`config.mk`:
```
export PLATFORM = sky130hd
export DESIGN_NAME = fb_writer
export DESIGN_NICKNAME = d
export VERILOG_FILES = /design/src/rtl/fb_writer.sv
export SDC_FILE = /design/constraint.sdc
export NUM_CORES = 1
export LEC_CHECK = 0
export CAP_MARGIN = 20
export CORE_ASPECT_RATIO = 1.25
export CORE_UTILIZATION = 32
export CTS_BUF_LIST = sky130_fd_sc_hd__clkbuf_4 sky130_fd_sc_hd__clkbuf_8 sky130_fd_sc_hd__clkbuf_16
export CTS_CLUSTER_DIAMETER = 100
export CTS_CLUSTER_SIZE = 14
export DETAILED_ROUTE_END_ITERATION = 10
export PLACE_DENSITY = 0.5
export SYNTH_ARGS = -nofsm -noshare
export SYNTH_HDL_FRONTEND = slang
export SYNTH_SLANG_ARGS = --single-unit
```
`constraint.sdc`:
```
create_clock -name clock -period 5 [get_ports clock]
set_input_delay 0.75 -clock clock [delete_from_list [all_inputs] [get_ports clock]]
set_output_delay 0.75 -clock clock [all_outputs]
set_load 0.01 [all_outputs]
```
`src/rtl/fb_writer.sv`:
```
// Frame-buffer writer: plots a pixel, fills a clipped rectangle or clears the
// screen, issuing one frame-memory write per cycle in raster order.
`timescale 1ns/1ps
module fb_writer #(
  parameter int WIDTH  = 320,
  parameter int HEIGHT = 240
) (
  input  logic        clock,
  input  logic        reset,
  input  logic        cmd_valid,
  output logic        cmd_ready,
  input  logic [1:0]  cmd_op,
  input  logic [8:0]  cmd_x0,
  input  logic [8:0]  cmd_x1,
  input  logic [7:0]  cmd_y0,
  input  logic [7:0]  cmd_y1,
  input  logic [7:0]  cmd_color,
  output logic        wr_en,
  output logic [16:0] wr_addr,
  output logic [7:0]  wr_data,
  output logic        busy,
  output logic        done,
  output logic        err,
  output logic [1:0]  dbg_state
);

  typedef enum logic [1:0] {IDLE = 2'd0, FILL = 2'd1, DONE = 2'd2} state_t;

  localparam logic [8:0]  X_MAX = 9'(WIDTH - 1);
  localparam logic [7:0]  Y_MAX = 8'(HEIGHT - 1);
  localparam logic [16:0] W17   = 17'(WIDTH);

  state_t      state;
  logic [8:0]  x_cur, x_first, x_last;
  logic [7:0]  y_cur, y_last;
  logic [16:0] row_base;

  logic [8:0]  x_lo, x_hi;
  logic [7:0]  y_lo, y_hi;
  logic        reject;

  assign dbg_state = state;

  // Normalise every op to an inclusive rectangle and decide rejection.
  always_comb begin
    x_lo   = cmd_x0;
    x_hi   = cmd_x0;
    y_lo   = cmd_y0;
    y_hi   = cmd_y0;
    reject = 1'b0;
    case (cmd_op)
      2'b00: reject = (cmd_x0 > X_MAX) || (cmd_y0 > Y_MAX);
      2'b01: begin
        x_hi   = (cmd_x1 > X_MAX) ? X_MAX : cmd_x1;
        y_hi   = (cmd_y1 > Y_MAX) ? Y_MAX : cmd_y1;
        reject = (cmd_x0 > X_MAX) || (cmd_y0 > Y_MAX) ||
                 (cmd_x0 > x_hi) || (cmd_y0 > y_hi);
      end
      2'b10: begin
        x_lo = '0;
        x_hi = X_MAX;
        y_lo = '0;
        y_hi = Y_MAX;
      end
      default: reject = 1'b1;
    endcase
  end

  // Handshake: a command is taken on a rising edge with cmd_valid && cmd_ready;
  // cmd_ready is high only in IDLE, so nothing is sampled while busy.
  always_ff @(posedge clock) begin
    if (reset) begin
      state     <= IDLE;
      cmd_ready <= 1'b0;
      busy      <= 1'b0;
      wr_en     <= 1'b0;
      wr_addr   <= '0;
      wr_data   <= '0;
      done      <= 1'b0;
      err       <= 1'b0;
      x_cur     <= '0;
      x_first   <= '0;
      x_last    <= '0;
      y_cur     <= '0;
      y_last    <= '0;
      row_base  <= '0;
    end else begin
      done <= 1'b0;
      err  <= 1'b0;
      case (state)
        IDLE: begin
          cmd_ready <= 1'b1;
          busy      <= 1'b0;
          wr_en     <= 1'b0;
          if (cmd_valid && cmd_ready) begin
            if (reject) begin
              err <= 1'b1;
            end else begin
              // First pixel goes out straight from the accept edge.
              state     <= FILL;
              cmd_ready <= 1'b0;
              busy      <= 1'b1;
              wr_en     <= 1'b1;
              wr_addr   <= 17'(y_lo) * W17 + 17'(x_lo);
              wr_data   <= cmd_color;
              x_cur     <= x_lo;
              x_first   <= x_lo;
              x_last    <= x_hi;
              y_cur     <= y_lo;
              y_last    <= y_hi;
              row_base  <= 17'(y_lo) * W17;
            end
          end
        end
        FILL: begin
          if (x_cur == x_last && y_cur == y_last) begin
            wr_en <= 1'b0;
            done  <= 1'b1;
            state <= DONE;
          end else if (x_cur == x_last) begin
            x_cur    <= x_first;
            y_cur    <= y_cur + 8'd1;
            row_base <= row_base + W17;
            wr_addr  <= row_base + W17 + 17'(x_first);
          end else begin
            x_cur   <= x_cur + 9'd1;
            wr_addr <= row_base + 17'(x_cur) + 17'd1;
          end
        end
        DONE: begin
          state     <= IDLE;
          cmd_ready <= 1'b1;
          busy      <= 1'b0;
        end
        default: state <= IDLE;
      endcase
    end
  end

endmodule

```
==> summary.md, run 1 <==
| Metric | Value |
|---|---|
| Synth Area in XOR/XNOR | `7.849%` |
| Worst-Margin Slew | `1.016 ns` |
| Simple-Gate Fraction of Synth Area | `21.75%` |
| Die X | `127.0 um` |
| Prevailing post-synth register cell | `dfxtp_1` |
| Core area | `18920 um2` |
| Final setup margin | `0.8463 ns` |
| R2r worst-path depth | `9` |
| DRT Pass-1 Iters | `5` |
| Area leader, netlist | `dfxtp_1` |
| WHS Path Cells | `2` |
| Hold Buf Count CTS | `0` |
| Yosys warnings | `0` |
| Worst setup EP type | `flop` |
| Post_cts resized | `0` |
| Max frequency | `240.8 MHz` |
| Setup repair bufs after CTS | `0` |
| Seq/Total Area, Yosys | `27.23%` |
| H-tree Lvls | `3` |
| CTS tree | `done` |
| Starting Density | `33.03%` |
| Max IR drop VDD | `0.2028 mV` |
| CTS clk-pin slew, worst paths | `0.07 ns` |
| Synth cell types | `55` |
| Final setup violation count | `0` |
| Final Critical Period | `4.154 ns` |
| Vias/cell | `5.333` |
| Antenna cells | `0` |
| Worst hold path class | `flop to flop` |
| Final #Nets | `953` |
| Post-Synth Adder-Cell Area | `10.25%` |
| Worst Path Arrival | `4.42 ns` |
| Register-to-Register Setup Slack | `1.98 ns` |
| Setup_tns | `0 ns` |
| CTS sink cnt | `85` |
| Unrepaired setup endpoints after global routing | `no` |
| Synth Area in Compound Gates | `22.85%` |
| DR iter-0 viols | `376` |
| Layout cells sized above 1 | `4.762%` |
| Die height | `158.2 um` |
| Die footprint | `20090 um2` |
| Crit Path Class | `input port to flop` |
| Cells after Synth | `815` |
| First-pass GRT wire length | `28950 um` |
| CTS buffer count | `9` |
| R2R Path End | `wr_addr[16]` |
| Pin count of the biggest net entering global routing | `50` |
| Synth top area share | `27.23%` |
| Clock buffer depth | `2` |
| Routability cong. | `0.8239` |
| Relative slew slack | `32.26%` |
| WL final | `17740 um` |
| CTS root buffer | `clkbuf_16` |
| Fill cells | `1975` |
| Post-layout util | `39.75%` |
| Vias in the first global route | `5492` |
| Final Hold Fails | `0` |
| Synth-to-Final Area Change | `20.34%` |
| I/O pin count | `79` |
| R2r startpoint | `x_cur[0]` |
| Main combinational cell family by area after synthesis | `compound AO/OA/AOI/OAI gates` |
| Worst-path maximum fanout | `9` |
| Drt wl/cell | `16.23 um` |
| Worst hold start | `wr_addr[1]` |
| Cell area after synthesis | `6248 um2` |
| Syn_nets | `912` |
| Post-synthesis register bit count | `85` |
| Std cell rows | `56` |
| Status | `complete, no violations` |
| Total power | `2.511 mW` |
| Total grt overflow | `0` |
| Pwr dens | `333.9 nW/um2` |
| Initial antenna violation count | `0` |
| Multiplexer share of the synthesized area | `4.325%` |
| Post-detail-place hpwl | `13100 um` |
| Hold EP | `wr_addr[1]` |
| Mean Syn Cell Area | `7.667 um2` |
| CP Launch Type | `input port` |
| Post-synth EDFFs | `0` |
| Crit share post-route | `83.07%` |
| Ranking of synthesized cells by area | `dfxtp_1 (27%), ha_1 (9.6%), nor2_1 (6.3%), a21oi_1 (5.8%), xnor2_1 (4.8%)` |
| Most frequent cell after synthesis | `nor2_1` |
| Leak Pwr | `2.991 nW` |
| IO Port Bufs | `78` |
| Most common library cells after synthesis | `nor2_1 (105), dfxtp_1 (85), nand2_1 (73)` |
| Layout Skew | `0.007705 ns` |
| ANT nets after route | `0` |
| Max Slew Vio Count | `0` |
| Skew-Pair Late Insertion Delay | `0.35 ns` |
| WP data required | `5.27 ns` |
| GRT Overall Usage | `18.17%` |
| Dpl ws | `0.4107 ns` |
| Async set-or-reset flop fraction in the synthesized netlist | `0%` |
| Max Cap Viol | `0` |
| DR DRC count | `0` |
| Via count | `5829` |
critical path, cell delays in order:
cell	delay, ns
clkdlybuf4s50_1	0.44
inv_1	0.10
ha_1	0.17
clkinv_1	0.25
nand2_1	0.24
inv_1	0.09
ha_1	0.28
ha_1	0.16
inv_1	0.05
fa_1	0.38
nand2b_1	0.18
a21oi_1	0.20
xor2_1	0.28
nand3_1	0.16
nor3_1	0.28
o21ai_1	0.11
o21a_1	0.20
o22ai_2	0.10
registers in the layout, summed over array words and instances (netlist names):
register / flops
busy: 1
cmd_ready: 1
dbg_state: 2
done: 1
err: 1
row_base: 11
wr_addr: 16
wr_data: 8
wr_en: 1
x_cur: 9
x_first: 9
x_last: 9
y_cur: 8
y_last: 8
logic make-up after synthesis:
logic type,Yosys count
muxes,27
AOI/OAI and AO/OA,221
xor gates and xnor gates,56
adders and majority gates,50
buffers and inverters,84
and+or+nand+nor,292
DFF,85
layout by cell type (no fill, tap or decap), types with 3 or more instances in the layout:
| cell type | count |
|---|---|
| and3_1 | 5 |
| nor2b_1 | 16 |
| a21oi_1 | 72 |
| a21o_1 | 7 |
| nand2b_1 | 8 |
| nor3_1 | 31 |
| a311o_1 | 5 |
| a31oi_1 | 7 |
| o22ai_1 | 6 |
| mux2i_1 | 27 |
| clkbuf_16 | 9 |
| nor3b_1 | 3 |
| o21ai_1 | 3 |
| xor2_1 | 22 |
| dfxtp_1 | 85 |
| nor4_1 | 5 |
| a211oi_1 | 19 |
| inv_1 | 25 |
| o21a_1 | 9 |
| o21ai_0 | 42 |
| a311oi_1 | 7 |
| a211o_1 | 8 |
| nand4_1 | 15 |
| nand2_1 | 73 |
| clkdlybuf4s50_1 | 77 |
| and2_1 | 5 |
| or2_2 | 4 |
| o32ai_1 | 4 |
| nor2_1 | 105 |
| o211ai_1 | 13 |
| o31ai_1 | 5 |
| nand3_1 | 13 |
| buf_4 | 9 |
| bufinv_16 | 3 |
| ha_1 | 48 |
| xnor2_1 | 34 |
area by class of cell:
cell class | instances | area (um2) | share of cell area, %
Sequential cell | 85 | 1702 | 22.63
Timing Repair Buffer | 88 | 863.3 | 11.48
Inverter | 26 | 97.59 | 1.298
Clock inverter | 6 | 116.4 | 1.547
Multi-Input combinational cell | 646 | 4212 | 56.01
Tap cell | 232 | 290.3 | 3.860
Clock buffer | 10 | 239.0 | 3.178
layer usage:
metal | vias up | GRT usage [%] | routed length [um] | part of all wire, %
met5 | - | 0 | 0 | 0
met2 | 101 | 30.53 | 8382 | 47
met1 | 2735 | 24.15 | 8507 | 48
met3 | 19 | 2.264 | 583 | 3.3
li1 | 2974 | - | - | -
met4 | 0 | 5.669 | 265 | 1.5
worst max-delay path by stage:
stage,end,startpoint,cells after the start
after floorplan,wr_addr[16],cmd_op[0],17
final,wr_addr[16],cmd_op[0],18
after CTS,wr_addr[16],cmd_op[0],18
after global routing,wr_addr[16],cmd_op[0],18
after global placement,wr_addr[16],cmd_op[0],18
after detailed placement,wr_addr[16],cmd_op[0],18
stage by stage:
step | hold WS, ns | instance area, um2 | std cells
global placement | 0.4414 | 7164 | 1077
floorplan | 0.4481 | 6248 | 815
global route | 0.4783 | 7520 | 1093
finish | 0.4548 | 7520 | 1093
detailed placement | 0.4457 | 7164 | 1077
CTS | 0.4556 | 7520 | 1093
where the power goes:
group | leakage, nW | internal, mW | switching, mW
registers | 0.693 | 0.751 | 0.0961
logic | 2.12 | 0.365 | 0.481
clock network | 0.174 | 0.507 | 0.310
Note: power is estimated with default switching activity, not from simulation.
==> run 2: changes to the inputs <==
--- a/config.mk
+++ b/config.mk
@@ -12,7 +12,7 @@
 export CTS_CLUSTER_DIAMETER = 100
 export CTS_CLUSTER_SIZE = 14
 export DETAILED_ROUTE_END_ITERATION = 10
-export PLACE_DENSITY = 0.5
+export PLACE_DENSITY = 0.52
 export SYNTH_ARGS = -nofsm -noshare
 export SYNTH_HDL_FRONTEND = slang
 export SYNTH_SLANG_ARGS = --single-unit
==> constraint.sdc (replaced) <==
create_clock -name clock -period 3.5 [get_ports clock]
set_input_delay 0.525 -clock clock [delete_from_list [all_inputs] [get_ports clock]]
set_output_delay 0.525 -clock clock [all_outputs]
set_load 0.01 [all_outputs]
==> summary.md, run 2 (synthesis results as in run 1) <==
| Metric | Value |
|---|---|
| Status | `complete, no violations (unchanged)` |
| WHS Path Cells | `2 (unchanged)` |
| Layout Skew | `0.008020 ns (was 0.007705 ns)` |
| Final Critical Period | `3.352 ns` |
| Clock buffer depth | `2 (unchanged)` |
| Crit share post-route | `95.78%` |
| CTS tree | `done (unchanged)` |
| CTS root buffer | `clkbuf_16 (unchanged)` |
| Routability cong. | `0.8579 (was 0.8239)` |
| Hold EP | `wr_addr[13] (was wr_addr[1])` |
| Max frequency | `298.3 MHz` |
| Setup_tns | `0 ns (unchanged)` |
| WL final | `18440 um (was 17740 um)` |
| Worst hold start | `wr_addr[13] (was wr_addr[1])` |
| Pin count of the biggest net entering global routing | `59 (was 50)` |
| Unrepaired setup endpoints after global routing | `yes (was no)` |
| Worst hold path class | `flop to flop (unchanged)` |
| DR DRC count | `0 (unchanged)` |
| First-pass GRT wire length | `30310 um (was 28950 um)` |
| Vias in the first global route | `5888 (was 5492)` |
| Sequence of cells on the critical path | `clkdlybuf4s50_1 -> inv_2 -> ha_4 -> buf_4 -> nor2b_2 -> ha_1 -> ha_1 -> a211o_1 -> o211ai_1 -> a21oi_1 -> a211o_1 -> buf_4 -> nor3_2 -> o21ai_1 -> o21a_1 -> o22ai_2 (was clkdlybuf4s50_1 -> inv_1 -> ha_1 -> clkinv_1 -> nand2_1 -> inv_1 -> ha_1 -> ha_1 -> inv_1 -> fa_1 -> nand2b_1 -> a21oi_1 -> xor2_1 -> nand3_1 -> nor3_1 -> o21ai_1 -> o21a_1 -> o22ai_2)` |
| Worst setup EP type | `flop (unchanged)` |
| Die X | `127.0 um (unchanged)` |
| Largest registers | `wr_addr (16), row_base (11) (unchanged)` |
| Total grt overflow | `0 (unchanged)` |
| Max Cap Viol | `0 (unchanged)` |
| Hold Buf Count CTS | `0 (unchanged)` |
| GRT Overall Usage | `19.07% (was 18.17%)` |
| WP data required | `3.78 ns (was 5.27 ns)` |
| Vias/cell | `5.243 (was 5.333)` |
| I/O pin count | `79 (unchanged)` |
| Crit Path Class | `input port to flop (unchanged)` |
| Layout cells sized above 1 | `15.06% (was 4.762%)` |
| CP max-delay cell | `clkdlybuf4s50_1 (unchanged)` |
| Relative slew slack | `59.01% (was 32.26%)` |
| Synth-to-Final Area Change | `32.30% (was 20.34%)` |
| Storage cell area | `1702 um2 (unchanged)` |
| DRT Pass-1 Iters | `5 (unchanged)` |
| Largest register by flop count | `wr_addr (unchanged)` |
| Worst Path Arrival | `3.63 ns (was 4.42 ns)` |
| Drt wl/cell | `15.70 um (was 16.23 um)` |
| Dpl ws | `-0.4743 ns (was 0.4107 ns)` |
| Die footprint | `20090 um2 (unchanged)` |
| Total power | `3.699 mW (was 2.511 mW)` |
| Max IR drop VDD | `0.2893 mV (was 0.2028 mV)` |
| Final #Nets | `1035 (was 953)` |
| Starting Density | `33.03% (unchanged)` |
| Via count | `6161 (was 5829)` |
| Fill cells | `1947 (was 1975)` |
| Final setup violation count | `0 (unchanged)` |
| Most frequent cells in the layout | `nor2_1 (102), buf_4 (86), dfxtp_1 (85) (was nor2_1 (105), dfxtp_1 (85), clkdlybuf4s50_1 (77))` |
| Max reg flops | `16 (unchanged)` |
| Area occupied by multi-input gates | `4305 um2 (was 4212 um2)` |
| Final setup margin | `0.1478 ns (was 0.8463 ns)` |
| Core area | `18920 um2 (unchanged)` |
| IO Port Bufs | `78 (unchanged)` |
| Register-to-Register Setup Slack | `0.71 ns (was 1.98 ns)` |
| DR iter-0 viols | `402 (was 376)` |
| Post-detail-place hpwl | `13920 um (was 13100 um)` |
| ANT nets after route | `0 (unchanged)` |
| Leak Pwr | `3.436 nW (was 2.991 nW)` |
| Most common cell after layout, fill and taps aside | `nor2_1 (unchanged)` |
| CTS clk-pin slew, worst paths | `0.07 ns (about the same)` |
| Skew-Pair Late Insertion Delay | `0.36 ns (was 0.35 ns)` |
| CTS sink cnt | `85 (unchanged)` |
| Post-layout util | `43.70% (was 39.75%)` |
| CP peak stage delay | `0.49 ns (was 0.44 ns)` |
| CTS buffer count | `9 (unchanged)` |
| Antenna cells | `0 (unchanged)` |
| R2r startpoint | `row_base[6] (was x_cur[0])` |
| Std cell rows | `56 (unchanged)` |
| Worst-Margin Slew | `0.6126 ns (was 1.016 ns)` |
| R2R Path End | `wr_addr[16] (unchanged)` |
| Max Slew Vio Count | `0 (unchanged)` |
| Initial antenna violation count | `0 (unchanged)` |
| Final Hold Fails | `0 (unchanged)` |
| Worst-path maximum fanout | `5 (was 9)` |
| R2r worst-path depth | `10 (was 9)` |
| H-tree Lvls | `3 (unchanged)` |
| CP Launch Type | `input port (unchanged)` |
| Die height | `158.2 um (unchanged)` |
| Pwr dens | `447.4 nW/um2 (was 333.9 nW/um2)` |
[run 2: area by class of cell]
cell class	instances	share of cell area (%)
clock buffers	9	2.724
clock inverters	7	1.271
inverters	26	1.181
multi-input cells	646	52.08
flip-flops and latches	85	20.58
well taps	232	3.511
repair buffers	170	18.65
[run 2: metal layers]
metal	GRT usage (%)	share of wire [%]	up-vias
met1	24.68	46	2845
met3	2.062	3.7	27
met5	0	0	-
li1	-	-	3139
met2	32.81	48	150
met4	6.633	1.8	0
[run 2: worst max-delay path, delay by kind of cell]
kind	cells	cell delay (ns)
AO/OA/AOI/OAI	7	1.20
buffers and inverters	4	0.86
adder cells (fa/ha/maj)	3	0.73
AND/OR/NAND/NOR	2	0.30
[run 2: worst max path at each step]
stage,depth (start not counted),slack (ns),to,from
2_1_floorplan,17,0.04,wr_addr[16],cmd_op[0]
3_3_place_gp,18,-0.40,wr_addr[16],cmd_op[0]
3_5_place_dp,18,-0.47,wr_addr[16],cmd_op[0]
4_1_cts,18,0.01,wr_addr[16],cmd_op[0]
5_1_grt,18,-0.02,wr_addr[13],cmd_op[0]
6_report,16,0.15,wr_addr[16],cmd_op[0]
[run 2: power by group]
part	internal [mW]	switching (mW)	total [mW]	leakage (nW)
registers	1.07	0.125	1.20	0.693
logic	0.665	0.739	1.40	2.58
clock network	0.640	0.456	1.10	0.164
total	2.38	1.32	3.70	3.44
[run 2: repair_timing]
| item | 4_1_cts | 5_1_grt |
|---|---|---|
| buffers inserted | 0 | 1 |
| cloned | 0 | 0 |
| gates resized for setup | 2 | 22 |
| endpoints found under the setup margin | 3 | 18 |
| pin swaps | 0 | 7 |
[run 2: metrics by stage]
stage / area, um2 / hold WS, ns / std cells
after global placement: 7826 / 0.4416 / 1158
after CTS: 8164 / 0.4571 / 1174
after detailed placement: 7826 / 0.4478 / 1158
after floorplan: 6248 / 0.4481 / 815
after global routing: 8267 / 0.4850 / 1175
final: 8267 / 0.4547 / 1175
==> run 3: changes to the inputs <==
--- a/config.mk
+++ b/config.mk
@@ -6,7 +6,6 @@
 export NUM_CORES = 1
 export LEC_CHECK = 0
 export CAP_MARGIN = 20
-export CORE_ASPECT_RATIO = 1.25
 export CORE_UTILIZATION = 32
 export CTS_BUF_LIST = sky130_fd_sc_hd__clkbuf_4 sky130_fd_sc_hd__clkbuf_8 sky130_fd_sc_hd__clkbuf_16
 export CTS_CLUSTER_DIAMETER = 100
==> summary.md, run 3 (synthesis results as in run 1) <==
| Metric | Value |
|---|---|
| Die footprint | `20090 um2 (about the same)` |
| Final setup margin | `0.1070 ns (was 0.1478 ns)` |
| Post-layout util | `43.30% (was 43.70%)` |
| CTS buffer count | `9 (unchanged)` |
| Core area | `18890 um2 (was 18920 um2)` |
| Hold Buf Count CTS | `0 (unchanged)` |
| Max reg flops | `16 (unchanged)` |
| Max frequency | `294.7 MHz (was 298.3 MHz)` |
| Most frequent cells in the layout | `nor2_1 (103), dfxtp_1 (85), buf_4 (80) (was nor2_1 (102), buf_4 (86), dfxtp_1 (85))` |
| Worst-Margin Slew | `0.6213 ns (was 0.6126 ns)` |
| Switching power | `1.292 mW (was 1.321 mW)` |
| CTS root buffer | `clkbuf_16 (unchanged)` |
| Post-detail-place hpwl | `14010 um (was 13920 um)` |
| Worst Path Arrival | `3.66 ns (was 3.63 ns)` |
| IO Port Bufs | `78 (unchanged)` |
| Largest register by flop count | `wr_addr (unchanged)` |
| Max Slew Vio Count | `0 (unchanged)` |
| Worst hold path class | `flop to flop (unchanged)` |
| Initial antenna violation count | `0 (unchanged)` |
| Die X | `141.7 um (was 127.0 um)` |
| Drt wl/cell | `15.43 um (was 15.70 um)` |
| Max IR drop VDD | `0.2618 mV (was 0.2893 mV)` |
| Antenna cells | `0 (unchanged)` |
| Placed Instance Area | `7784 um2 (was 7826 um2)` |
| Starting Density | `33.07% (was 33.03%)` |
| I/O pin count | `79 (unchanged)` |
| Crit share post-route | `96.94% (was 95.78%)` |
| WP data required | `3.76 ns (was 3.78 ns)` |
| Std cell rows | `50 (was 56)` |
| Dpl ws | `-0.3564 ns (was -0.4743 ns)` |
| Pwr dens | `435.8 nW/um2 (was 447.4 nW/um2)` |
| Leak Pwr | `3.374 nW (was 3.436 nW)` |
| Skew-Pair Late Insertion Delay | `0.36 ns (about the same)` |
| Final Hold Fails | `0 (unchanged)` |
| H-tree Lvls | `3 (unchanged)` |
| Clock buffer depth | `2 (unchanged)` |
| Final #Nets | `1027 (was 1035)` |
| Via count | `6073 (was 6161)` |
| Largest registers | `wr_addr (16), row_base (11) (unchanged)` |
| Layout Skew | `0.01157 ns (was 0.008020 ns)` |
| Total power | `3.565 mW (was 3.699 mW)` |
| Total grt overflow | `0 (unchanged)` |
| Worst setup EP type | `flop (unchanged)` |
| WL final | `18430 um (was 18440 um)` |
| ANT nets after route | `0 (unchanged)` |
| Pin count of the biggest net entering global routing | `44 (was 59)` |
| Relative slew slack | `58.43% (was 59.01%)` |
| Unrepaired setup endpoints after global routing | `no (was yes)` |
| Max Cap Viol | `0 (unchanged)` |
| Vias/cell | `5.082 (was 5.243)` |
| Final Critical Period | `3.393 ns (was 3.352 ns)` |
| CTS sink cnt | `85 (unchanged)` |
| DRT Pass-1 Iters | `5 (unchanged)` |
| Most common cell after layout, fill and taps aside | `nor2_1 (unchanged)` |
| Synth-to-Final Area Change | `30.94% (was 32.30%)` |
| Clock power frac | `28.3% (was 29.6%)` |
| Post-route cell area | `8182 um2 (was 8267 um2)` |
| Min Hold Slack | `0.4558 ns (was 0.4547 ns)` |
| CTS tree | `done (unchanged)` |
| First-pass GRT wire length | `30400 um (was 30310 um)` |
| Setup_tns | `0 ns (unchanged)` |
| CTS clk-pin slew, worst paths | `0.06 ns (was 0.07 ns)` |
| Routability cong. | `0.8040 (was 0.8579)` |
| CP Launch Type | `input port (unchanged)` |
| Sequential Power Share | `33.4% (was 32.4%)` |
| Final non-filler cell total | `1195 (was 1175)` |
| Crit Path Class | `input port to flop (unchanged)` |
| Comb pwr share | `38.3% (was 38.0%)` |
| Worst-path maximum fanout | `8 (was 5)` |
| Die height | `141.7 um (was 158.2 um)` |
| Layout cells sized above 1 | `13.80% (was 15.06%)` |
| Setup repair bufs after CTS | `0 (unchanged)` |
| Sw Ratio | `36.24% (was 35.71%)` |
| DR iter-0 viols | `284 (was 402)` |
| Int Pwr | `2.273 mW (was 2.378 mW)` |
| DR DRC count | `0 (unchanged)` |
| Final setup violation count | `0 (unchanged)` |
| Fill cells | `1978 (was 1947)` |
| Vias in the first global route | `5858 (was 5888)` |
| Dpl cells | `1179 (was 1158)` |
| Status | `complete, no violations (unchanged)` |
| GRT Overall Usage | `19.18% (was 19.07%)` |
run 3: worst max-delay path, stage by stage:
cell	delay, ns
clkdlybuf4s50_1	0.47
inv_1	0.08
ha_4	0.18
buf_4	0.18
nor2b_4	0.12
ha_1	0.25
ha_1	0.30
a211o_1	0.30
o211ai_1	0.13
a21oi_2	0.10
a211o_1	0.27
nor4_2	0.30
xnor2_1	0.16
o22ai_1	0.09
o31ai_1	0.21
run 3: layer usage:
layer	vias to the layer above	part of all wire, %	global-route usage, %
met2	101	46	31.68
met3	16	2.9	2.700
met5	-	0	0
met1	2837	50	25.97
met4	0	1.3	5.263
li1	3119	-	-
run 3: final timing paths:
check              startpoint     endpoint  slack [ns]  cells after the start
setup reg to reg  row_base[6]  wr_addr[16]        0.55                     11
hold reg to reg   wr_addr[14]  wr_addr[14]        0.46                      2
setup / recovery    cmd_op[0]  wr_addr[15]        0.11                     15
hold / removal    wr_addr[14]  wr_addr[14]        0.46                      2
run 3: repair_timing:
action	4_1_cts	5_1_grt
pin swaps	0	9
gates resized for setup	1	18
endpoints found under the setup margin	1	10
hold endpoints to repair	0	0
run 3: cell type report:
type / instances / area (um2) / share of cell area [%]
clock inverters: 7 / 81.33 / 0.9940
well taps: 260 / 325.3 / 3.976
inverters: 26 / 97.59 / 1.193
repair buffers: 162 / 1456 / 17.80
multi-input cells: 646 / 4294 / 52.49
clock buffers: 9 / 225.2 / 2.753
flip-flops and latches: 85 / 1702 / 20.80
run 3: power groups by stage:
stage	Combinational [mW]	Sequential, mW	Clock (mW)
after floorplan	0.859	1.18	0
after global routing	1.51	1.21	1.08
final	1.36	1.19	1.01
after detailed placement	1.34	1.21	0
after CTS	1.36	1.19	1.04
after global placement	1.35	1.21	0
